<file path="src/rtl/uart_tx_sched_if.sv">
// Requester and transmitter signal bundle for uart_tx_sched.
// The slave modport is the scheduler side; master is the surrounding logic.
`ifndef UART_LEN
`define UART_LEN 8
`endif

interface uart_tx_sched_if #(
  parameter int NREQ = 2
);
  logic [NREQ-1:0]           req_valid;
  logic [NREQ*`UART_LEN-1:0] req_data;
  logic [NREQ-1:0]           req_ready;
  logic                      tx_we;
  logic [`UART_LEN-1:0]      tx_data;
  logic                      tx_busy;

  modport master (
    output req_valid,
    output req_data,
    output tx_busy,
    input  req_ready,
    input  tx_we,
    input  tx_data
  );

  modport slave (
    input  req_valid,
    input  req_data,
    input  tx_busy,
    output req_ready,
    output tx_we,
    output tx_data
  );
endinterface

</file>
<file path="src/rtl/uart_tx_sched.sv">
// Round-robin byte scheduler in front of a single UART transmitter:
// arbiter -> byte FIFO -> sequencer that watches tx_busy.
`ifndef UART_LEN
`define UART_LEN 8
`endif

module uart_tx_sched #(
  parameter  int NREQ      = 2,
  parameter  int DEPTH     = 4,
  parameter  int BUSY_WAIT = 4,
  localparam int IDW = (NREQ > 1) ? $clog2(NREQ) : 1,
  localparam int AW  = $clog2(DEPTH),
  localparam int LW  = AW + 1
) (
  input  logic           clk,
  input  logic           rst_n,
  input  logic           enable,
  uart_tx_sched_if.slave bus,
  output logic           done,
  output logic [IDW-1:0] done_id,
  output logic           err,
  output logic [LW-1:0]  level
);

  localparam int CW = $clog2(BUSY_WAIT + 1);
  localparam int BW = `UART_LEN;

  typedef enum logic [1:0] {
    IDLE,
    ARM,
    SEND
  } state_t;

  state_t state_q, state_d;

  logic [IDW-1:0] rr_q, rr_d;
  logic [AW-1:0]  wr_q, wr_d;
  logic [AW-1:0]  rd_q, rd_d;
  logic [LW-1:0]  level_q, level_d;
  logic [CW-1:0]  cnt_q, cnt_d;
  logic           tx_we_q, tx_we_d;
  logic [BW-1:0]  tx_data_q, tx_data_d;
  logic [IDW-1:0] done_id_q, done_id_d;
  logic           done_q, done_d;
  logic           err_q, err_d;

  logic [BW-1:0]  dmem_q [DEPTH];
  logic [IDW-1:0] imem_q [DEPTH];

  logic           gnt_ok;
  logic [IDW-1:0] gnt_id;
  logic [NREQ-1:0] ready;
  logic [BW-1:0]  gnt_byte;
  logic           full;
  logic           push;
  logic           pop;

  assign full = (level_q == LW'(DEPTH));

  // rr_q holds the requester with top priority for the next grant
  always_comb begin
    gnt_ok = 1'b0;
    gnt_id = '0;
    for (int k = NREQ - 1; k >= 0; k--) begin
      if (bus.req_valid[(int'(rr_q) + k) % NREQ]) begin
        gnt_ok = 1'b1;
        gnt_id = IDW'((int'(rr_q) + k) % NREQ);
      end
    end
  end

  always_comb begin
    ready = '0;
    if (rst_n && gnt_ok && !full) begin
      ready[gnt_id] = 1'b1;
    end
  end

  assign push     = |(ready & bus.req_valid);
  assign gnt_byte = bus.req_data[int'(gnt_id)*BW +: BW];

  always_comb begin
    rr_d = rr_q;
    wr_d = wr_q;
    if (push) begin
      rr_d = IDW'((int'(gnt_id) + 1) % NREQ);
      wr_d = wr_q + AW'(1);
    end
  end

  always_comb begin
    rd_d    = rd_q;
    level_d = level_q;
    if (pop) begin
      rd_d = rd_q + AW'(1);
    end
    if (push && !pop) begin
      level_d = level_q + LW'(1);
    end else if (!push && pop) begin
      level_d = level_q - LW'(1);
    end
  end

  always_comb begin
    state_d   = state_q;
    cnt_d     = cnt_q;
    tx_we_d   = 1'b0;
    tx_data_d = tx_data_q;
    done_id_d = done_id_q;
    done_d    = 1'b0;
    err_d     = 1'b0;
    pop       = 1'b0;
    unique case (state_q)
      IDLE: begin
        if (enable && level_q != '0 && !bus.tx_busy) begin
          pop       = 1'b1;
          tx_we_d   = 1'b1;
          tx_data_d = dmem_q[rd_q];
          done_id_d = imem_q[rd_q];
          cnt_d     = '0;
          state_d   = ARM;
        end
      end
      ARM: begin
        if (bus.tx_busy) begin
          state_d = SEND;
        end else if (cnt_q == CW'(BUSY_WAIT - 1)) begin
          // transmitter never responded: report and drop the byte
          cnt_d   = cnt_q + CW'(1);
          err_d   = 1'b1;
          state_d = IDLE;
        end else begin
          cnt_d = cnt_q + CW'(1);
        end
      end
      SEND: begin
        if (!bus.tx_busy) begin
          done_d  = 1'b1;
          state_d = IDLE;
        end
      end
      default: begin
        state_d = IDLE;
      end
    endcase
  end

  always_ff @(posedge clk) begin
    if (push) begin
      dmem_q[wr_q] <= gnt_byte;
      imem_q[wr_q] <= gnt_id;
    end
  end

  always_ff @(posedge clk or negedge rst_n) begin
    if (!rst_n) begin
      state_q   <= IDLE;
      rr_q      <= '0;
      wr_q      <= '0;
      rd_q      <= '0;
      level_q   <= '0;
      cnt_q     <= '0;
      tx_we_q   <= 1'b0;
      tx_data_q <= '0;
      done_id_q <= '0;
      done_q    <= 1'b0;
      err_q     <= 1'b0;
    end else begin
      state_q   <= state_d;
      rr_q      <= rr_d;
      wr_q      <= wr_d;
      rd_q      <= rd_d;
      level_q   <= level_d;
      cnt_q     <= cnt_d;
      tx_we_q   <= tx_we_d;
      tx_data_q <= tx_data_d;
      done_id_q <= done_id_d;
      done_q    <= done_d;
      err_q     <= err_d;
    end
  end

  assign bus.req_ready = ready;
  assign bus.tx_we     = tx_we_q;
  assign bus.tx_data   = tx_data_q;
  assign done          = done_q;
  assign done_id       = done_id_q;
  assign err           = err_q;
  assign level         = level_q;

endmodule

</file>
<file path="src/flat_wrapper.sv">
// flat-port wrapper written by rule: the top's interface ports become plain ports
module uart_tx_sched_flat 
#(
  parameter  int NREQ      = 2,
  parameter  int DEPTH     = 4,
  parameter  int BUSY_WAIT = 4,
  localparam int IDW = (NREQ > 1) ? $clog2(NREQ) : 1,
  localparam int AW  = $clog2(DEPTH),
  localparam int LW  = AW + 1
)
  (clk, rst_n, enable, done, done_id, err, level, bus_req_valid, bus_req_data, bus_tx_busy, bus_req_ready, bus_tx_we, bus_tx_data);
  uart_tx_sched_if #(.NREQ(NREQ)) bus_i ();
  input  logic clk;
  input  logic rst_n;
  input  logic enable;
  output logic done;
  output logic [IDW-1:0] done_id;
  output logic err;
  output logic [LW-1:0] level;
  input wire logic [$bits(bus_i.req_valid)-1:0] bus_req_valid;
  input wire logic [$bits(bus_i.req_data)-1:0] bus_req_data;
  input wire logic [$bits(bus_i.tx_busy)-1:0] bus_tx_busy;
  output wire logic [$bits(bus_i.req_ready)-1:0] bus_req_ready;
  output wire logic [$bits(bus_i.tx_we)-1:0] bus_tx_we;
  output wire logic [$bits(bus_i.tx_data)-1:0] bus_tx_data;
  assign bus_i.req_valid = bus_req_valid;
  assign bus_i.req_data = bus_req_data;
  assign bus_i.tx_busy = bus_tx_busy;
  assign bus_req_ready = bus_i.req_ready;
  assign bus_tx_we = bus_i.tx_we;
  assign bus_tx_data = bus_i.tx_data;
  uart_tx_sched #(.NREQ(NREQ), .DEPTH(DEPTH), .BUSY_WAIT(BUSY_WAIT)) u_core (.clk(clk), .rst_n(rst_n), .enable(enable), .bus(bus_i), .done(done), .done_id(done_id), .err(err), .level(level));
endmodule
</file>
<file path="config.mk">
export PLATFORM = sky130hd
export DESIGN_NAME = uart_tx_sched_flat
export DESIGN_NICKNAME = d
export VERILOG_FILES = /design/src/rtl/uart_tx_sched_if.sv /design/src/rtl/uart_tx_sched.sv /design/src/flat_wrapper.sv
export SDC_FILE = /design/constraint.sdc
export NUM_CORES = 1
export LEC_CHECK = 0
export CAP_MARGIN = 25
export CORE_MARGIN = 4
export CORE_UTILIZATION = 55
export DETAILED_ROUTE_END_ITERATION = 6
export PLACE_DENSITY = 0.81
export REMOVE_ABC_BUFFERS = 1
export SETUP_SLACK_MARGIN = 0.15
export SLEW_MARGIN = 5
export SYNTH_ARGS = -nofsm -noshare
export SYNTH_HDL_FRONTEND = slang
export SYNTH_SLANG_ARGS = --single-unit
export TNS_END_PERCENT = 1
</file>
<file path="constraint.sdc">
create_clock -name clk -period 3.48 [get_ports clk]
set_clock_uncertainty 0.1 [all_clocks]
set_input_delay 0.348 -clock clk [delete_from_list [all_inputs] [get_ports clk]]
set_output_delay 0.348 -clock clk [all_outputs]
set_load 0.01 [all_outputs]
</file>
==> results.py, run 1 <==
metrics = {
    "run_status": {
        "status": "completed",
    },
    "setup_path": {
        "cp_common_cell": "clkdlybuf4s50_1",
        "path_buf_inv": 2,
        "critPathSlowestCell": "clkdlybuf4s50_1",
        "cp_max_fo": 9,
        "cp.required_ns": 3.03,
        "critPathKind": "primary input to output pin",
        "crit_path_start_kind": "primary input",
        "worstRegToRegCells": 8,
        "worst_ep_arrival_time_ns": 2.13,
        "crit_path_end_kind": "output pin",
        "cp_top_family": "buffers and inverters",
        "crit_chain": "clkdlybuf4s50_1 > o21ai_0 > a21oi_2 > and2_1 > clkdlybuf4s50_1",
        "crit_cells": 5,
        "slowest_delay_ns": 0.54,
    },
    "logic_synthesis": {
        "ys.warnings.count": 0,
        "synth_top_family_by_area": "multiplexers",
        "synth_compound_gate_area_share": 0.0193,
        "synth_enable_flop_cells": 36,
        "syn_inst": 143,
        "ys_ff_latch": 61,
        "postSynth.asyncResetShare": 0.410,
        "synth_area_um2": 2600,
        "ys_seq_area_frac": 0.657,
        "synth_simple_gate_area_frac": 0.0539,
        "synth_fa_ha_area_frac": 0.0414,
        "synth_xor_area_frac": 0.0236,
        "synth.distinct_cells": 30,
        "muxShareOfSynthArea": 0.181,
        "synth_top_flop_cell": "edfxtp_1",
        "syn_area_per_cell_um2": 18.2,
    },
    "run": {
        "drv_cap": 0,
    },
    "pwr": {
        "ir_drop_uv": 400,
        "clock_power_share": 0.202,
        "combPwrFrac": 0.328,
        "cellPowerDensity_nw_per_um2": 784,
        "p_sw_uw": 749,
        "p_total_uw": 2490,
        "p_seq_frac": 0.470,
        "swShare": 0.301,
        "p_int_uw": 1740,
        "leakage_uw": 0.00122,
    },
    "grt": {
        "grt_pass1_vias": 1544,
        "grt_start_max_net_pins": 26,
        "grt_pass1_wl_um": 7820,
        "top_usage_layer": "met2",
        "antenna_found_initial": 0,
        "grtUsageMet2": 0.308,
        "grt-ovfl-total": 0,
        "grtUsageMet3": 0.0515,
        "track_usage": 0.181,
        "grtUsageMet1": 0.204,
    },
    "placed_design": {
        "dp_hpwl_um": 3380,
        "place.gp.congestion": 0.787,
        "placement.cell_area_um2": 3020,
        "portBuffers": 38,
    },
    "detailed_routing": {
        "wl_per_cell_um": 19.6,
        "ant_nets": 0,
        "drc": 0,
        "vias": 1390,
        "post_drt_via_cell_ratio": 5.63,
        "drt-initial-drc-count": 79,
        "wirelength_um": 4840,
        "dr.pass1.iters": 4,
    },
    "sta": {
        "period_share": 0.740,
        "maxSlewViolCount": 0,
        "rsz0062_at_grt": "false",
        "setup_viol": 0,
        "report.final.hold_viol_count": 0,
        "tightestPinTransition_ns": 0.674,
        "max_freq_mhz": 388,
        "slew_headroom": 0.550,
        "period_needed_ns": 2.57,
        "tns_ns": 0,
    },
    "cts": {
        "postCtsResizedCells": 0,
        "h-tree-depth": 3,
        "cts.clk_slew.worst_paths_ns": 0.06,
        "cts_tree": "built",
        "postCtsSetupBuffers": 0,
        "clk_latency_ns": 0.33,
        "clk_path_buf_depth": 2,
        "ctsHoldBuffers": 0,
        "numCtsBuffers": 9,
        "clock_sinks": 61,
        "root_buffer": "clkbuf_8",
    },
    "worst_hold_path": {
        "hold_path_depth": 1,
        "hp-class": "register to register",
    },
    "floorplan": {
        "core.rowCount": 24,
        "boundaryPins": 39,
        "initial_core_util": 0.581,
        "design.die.area_um2": 5890,
        "coreArea_um2": 4470,
        "die_h_um": 76.7,
        "fp.dieW_um": 76.7,
    },
    "final_layout": {
        "nNetsFinal": 220,
        "n_fill_cell": 280,
        "area_growth_pct": 22.3,
        "layout-drive-gt1-share": 0.251,
        "antennaDiodeCount": 0,
        "fin_area_um2": 3180,
    },
}
layer usage:
metal / vias up / wire [um]
met2: 37 / 2600
met4: 0 / 88
met5: - / 0
li1: 633 / -
met3: 9 / 245
met1: 711 / 1900
synthesized netlist by cell type (2+ instances only):
library cell	count	area, um^2
edfxtp_1	36	1080
and2_1	7	43.8
ha_1	7	87.6
xor2_1	3	26.3
inv_1	6	22.5
mux4_2	9	203
dfrtp_1	25	626
mux2_2	13	146
buf_2	2	10.0
xnor2_1	4	35.0
mux2_4	8	120
o21ai_0	3	15.0
nor2_1	2	7.51
nor3b_1	2	15.0
layout by cell type (no fill, tap or decap), drive strengths merged, types with 2 or more instances in the layout:
cell,netlist,final
a21oi,2,2
and2,7,7
buf,4,2
clkbuf,0,13
clkdlybuf4s50,0,38
clkinv,0,3
dfrtp,25,25
edfxtp,36,36
ha,7,7
inv,7,7
mux2,21,21
mux4,9,9
nand2,2,2
nor2,2,2
nor3b,2,2
o21ai,3,3
xnor2,4,4
xor2,3,3
kinds of logic (layout without fill, tap and decap cells):
family,Yosys count,after routing
mux,30,30
fa+ha+maj,8,8
simple gates,18,18
buf+inv,11,63
xor+xnor,7,7
compound gates,8,8
flops,61,61
through the flow:
step           worst slack [ns]  std cells  hold slack, ns  utilization
4_1_cts                   0.899        247           0.413        0.710
5_1_grt                   0.805        247           0.429        0.710
6_report                  0.905        247           0.407        0.710
3_3_place_gp              0.878        231           0.364        0.676
2_1_floorplan              1.36        139         -0.0476            -
3_5_place_dp              0.732        231           0.400        0.676
area by class of cell:
class	instances	area (um^2)	area share
Inverter	7	28.8	0.00906
Clock buffer	13	139	0.0437
Multi-Input combinational cell	71	828	0.261
Sequential cell	61	1710	0.537
Timing Repair Buffer	40	395	0.124
Clock inverter	3	13.8	0.00433
Tap cell	52	65.1	0.0205
flip-flops by register name (all words and copies together) (netlist names):
register	count
u_core.imem_q	4
u_core.dmem_q	32
u_core.level	3
u_core.bus.tx_we	1
u_core.rr_q	1
u_core.state_q	2
u_core.cnt_q	3
u_core.rd_q	2
u_core.wr_q	2
u_core.done	1
u_core.err	1
u_core.bus.tx_data	8
u_core.done_id	1
worst paths after layout:
kind | endpoint | start | slack, ns
worst max-delay path | bus_req_ready[0] | rst_n | 0.91
worst min-delay path | u_core.bus.tx_data[7]$_DFFE_PN0P_ | u_core.bus.tx_data[7]$_DFFE_PN0P_ | 0.41
worst min register to register | u_core.bus.tx_data[7]$_DFFE_PN0P_ | u_core.bus.tx_data[7]$_DFFE_PN0P_ | 0.41
max in group asynchronous | u_core.rr_q$_DFFE_PN0P_ | rst_n | 2.60
worst max register to register | u_core.level[2]$_DFFE_PN0P_ | u_core.level[0]$_DFFE_PN0P_ | 1.17
min in group asynchronous | u_core.bus.tx_data[6]$_DFFE_PN0P_ | rst_n | 0.42
power by group through the flow:
stage               combinational (uW)  clock (uW)  sequential (uW)
finish                             817         503             1170
global route                       884         550             1200
CTS                                827         510             1170
detailed placement                 823           0             1190
global placement                   783           0             1170
floorplan                          487           0             1170
No activity file was read; power rests on OpenSTA's default activity.
==> run 2, diff against run 1 <==
Settings changed: CORE_UTILIZATION 55 to 53, PLACE_DENSITY 0.81 to 0.78.
Clock period 3.48 ns to 2.6 ns, I/O delays scaled along.
==> run 2 against run 1 <==
Net effect:
- count of clock-buffer cells in the layout is 1 higher
- die area increased by 3.4%
- first-iteration DRC count up 33%
- global-route usage fell by 0.76 points
- critical path depth increased by 1
- sequential share of layout area shrank 0.73 points
- register-to-register slack got worse by 0.80 ns
- flip-flop and latch count did not move
- combinational power is 33% higher
- routed wire length shrank 3.1%
- via count down 2.5%
- critical endpoint unchanged
- highest routed layer unchanged
==> results.py, run 2 (synthesis gave the netlist of run 1 again) <==
metrics = {
    "final_layout": {
        "area_growth_pct": 24.0,
        "top_register": "u_core.dmem_q",
        "layout-drive-gt1-share": 0.264,
        "layout_common_cells": "clkdlybuf4s50_1, edfxtp_1, dfrtp_1",
        "mostFrequentLayoutCell": "clkdlybuf4s50_1",
        "nNetsFinal": 222,
        "post-route-util": 0.682,
        "antennaDiodeCount": 0,
        "largest_reg_flops": 32,
    },
    "run_status": {
        "status": "completed",
    },
    "sta": {
        "max_freq_mhz": 426,
        "tightestPinTransition_ns": 0.663,
        "period_share": 0.903,
        "rsz0062_at_grt": "false",
        "slew_headroom": 0.558,
        "tns_ns": 0,
        "report.final.hold_viol_count": 0,
        "hold-worst-slack_ns": 0.348,
        "maxSlewViolCount": 0,
        "period_needed_ns": 2.35,
        "setup_viol": 0,
        "setup_ws_ns": 0.252,
    },
    "pwr": {
        "ir_drop_uv": 522,
        "swShare": 0.295,
        "cellPowerDensity_nw_per_um2": 1040,
        "leakage_uw": 0.00124,
        "p_sw_uw": 988,
        "combPwrFrac": 0.324,
        "clock_power_share": 0.211,
        "p_seq_frac": 0.465,
        "p_int_uw": 2370,
    },
    "placed_design": {
        "portBuffers": 38,
        "dp_slack_ns": 0.0964,
        "dp_hpwl_um": 3270,
        "place.gp.congestion": 0.739,
    },
    "cts": {
        "clk_latency_ns": 0.32,
        "root_buffer": "clkbuf_8",
        "postCtsSetupBuffers": 0,
        "ctsHoldBuffers": 0,
        "cts.clk_slew.worst_paths_ns": 0.07,
        "clock_sinks": 61,
        "numCtsBuffers": 9,
        "clk_path_buf_depth": 2,
        "cts_tree": "built",
        "h-tree-depth": 3,
        "postCtsResizedCells": 0,
    },
    "detailed_routing": {
        "post_drt_via_cell_ratio": 5.13,
        "dr.pass1.iters": 4,
        "ant_nets": 0,
        "wl_per_cell_um": 17.7,
        "drc": 0,
        "wirelength_um": 4680,
        "drt-initial-drc-count": 105,
        "vias": 1355,
    },
    "setup_path": {
        "crit_path_start_kind": "primary input",
        "cp.required_ns": 2.24,
        "reg2reg_slack_ns": 0.37,
        "timing.rr.end": "u_core.level[2]$_DFFE_PN0P_",
        "worstRegToRegCells": 8,
        "worst_ep_arrival_time_ns": 1.99,
        "rr_startpoint": "u_core.level[1]$_DFFE_PN0P_",
        "crit_path_end_kind": "output pin",
        "cp_max_fo": 8,
        "critPathKind": "primary input to output pin",
    },
    "run": {
        "drv_cap": 0,
    },
    "floorplan": {
        "design.die.area_um2": 6080,
        "initial_core_util": 0.550,
        "die_h_um": 78.0,
        "fp.dieW_um": 78.0,
        "coreArea_um2": 4720,
        "core.rowCount": 25,
        "boundaryPins": 39,
    },
    "worst_hold_path": {
        "hp-class": "primary input to async pin",
    },
    "grt": {
        "top_usage_layer": "met2",
        "grtUsageMet2": 0.296,
        "grt_pass1_wl_um": 7710,
        "grtUsageMet1": 0.208,
        "antenna_found_initial": 0,
        "grt_pass1_vias": 1514,
        "grtUsageMet3": 0.0406,
        "grt-ovfl-total": 0,
        "grt_start_max_net_pins": 26,
        "track_usage": 0.173,
    },
}
-- run 2: cell types whose count changed in the layout (fill, tap and decap cells not counted) --
| cell | delta |
|---|---|
| buf_4 | +2 |
| clkbuf_8 | +1 |
| clkinv_1 | -1 |
-- run 2: worst max-delay path, stage by stage --
cell and delay [ns]:
clkdlybuf4s50_1 0.55, o21ai_0 0.16, a21oi_2 0.17, buf_4 0.18, and2_1 0.14, clkdlybuf4s50_1 0.53
-- run 2: how the worst max path moves through the flow --
stage                                       end  depth (start not counted)                        start
floorplan           u_core.level[2]$_DFFE_PN0P_                          8  u_core.level[1]$_DFFE_PN0P_
finish                         bus_req_ready[0]                          6                        rst_n
global placement    u_core.level[1]$_DFFE_PN0P_                          7                  bus_tx_busy
global route                   bus_req_ready[0]                          6                        rst_n
CTS                            bus_req_ready[0]                          6                        rst_n
detailed placement  u_core.level[1]$_DFFE_PN0P_                          7                  bus_tx_busy
-- run 2: power groups by stage --
stage,clock network [uW],logic (uW),registers (uW)
6_report,707,1090,1560
2_1_floorplan,0,652,1570
3_5_place_dp,0,1100,1580
3_3_place_gp,0,1060,1560
5_1_grt,768,1180,1610
4_1_cts,722,1110,1570
-- run 2: routing by layer --
layer  up-vias  wire length [um]
li1        630                 -
met1       691              1970
met2        28              2500
met3         6               157
met4         0                53
met5         -                 0
-- run 2: cell type report --
class | count | area [um^2]
Fill cell | 336 | 1500
Tap cell | 67 | 83.8
Sequential cell | 61 | 1710
Clock buffer | 14 | 153
Multi-Input combinational cell | 71 | 828
Inverter | 7 | 28.8
Timing Repair Buffer | 42 | 410
Clock inverter | 2 | 10.0
-- run 2: stage by stage --
stage	instances	total power, uW	cell area [um^2]
finish	264	3350	3220
global route	264	3560	3220
CTS	264	3400	3220
detailed placement	248	2690	3060
global placement	248	2620	3060
floorplan	139	2220	2560
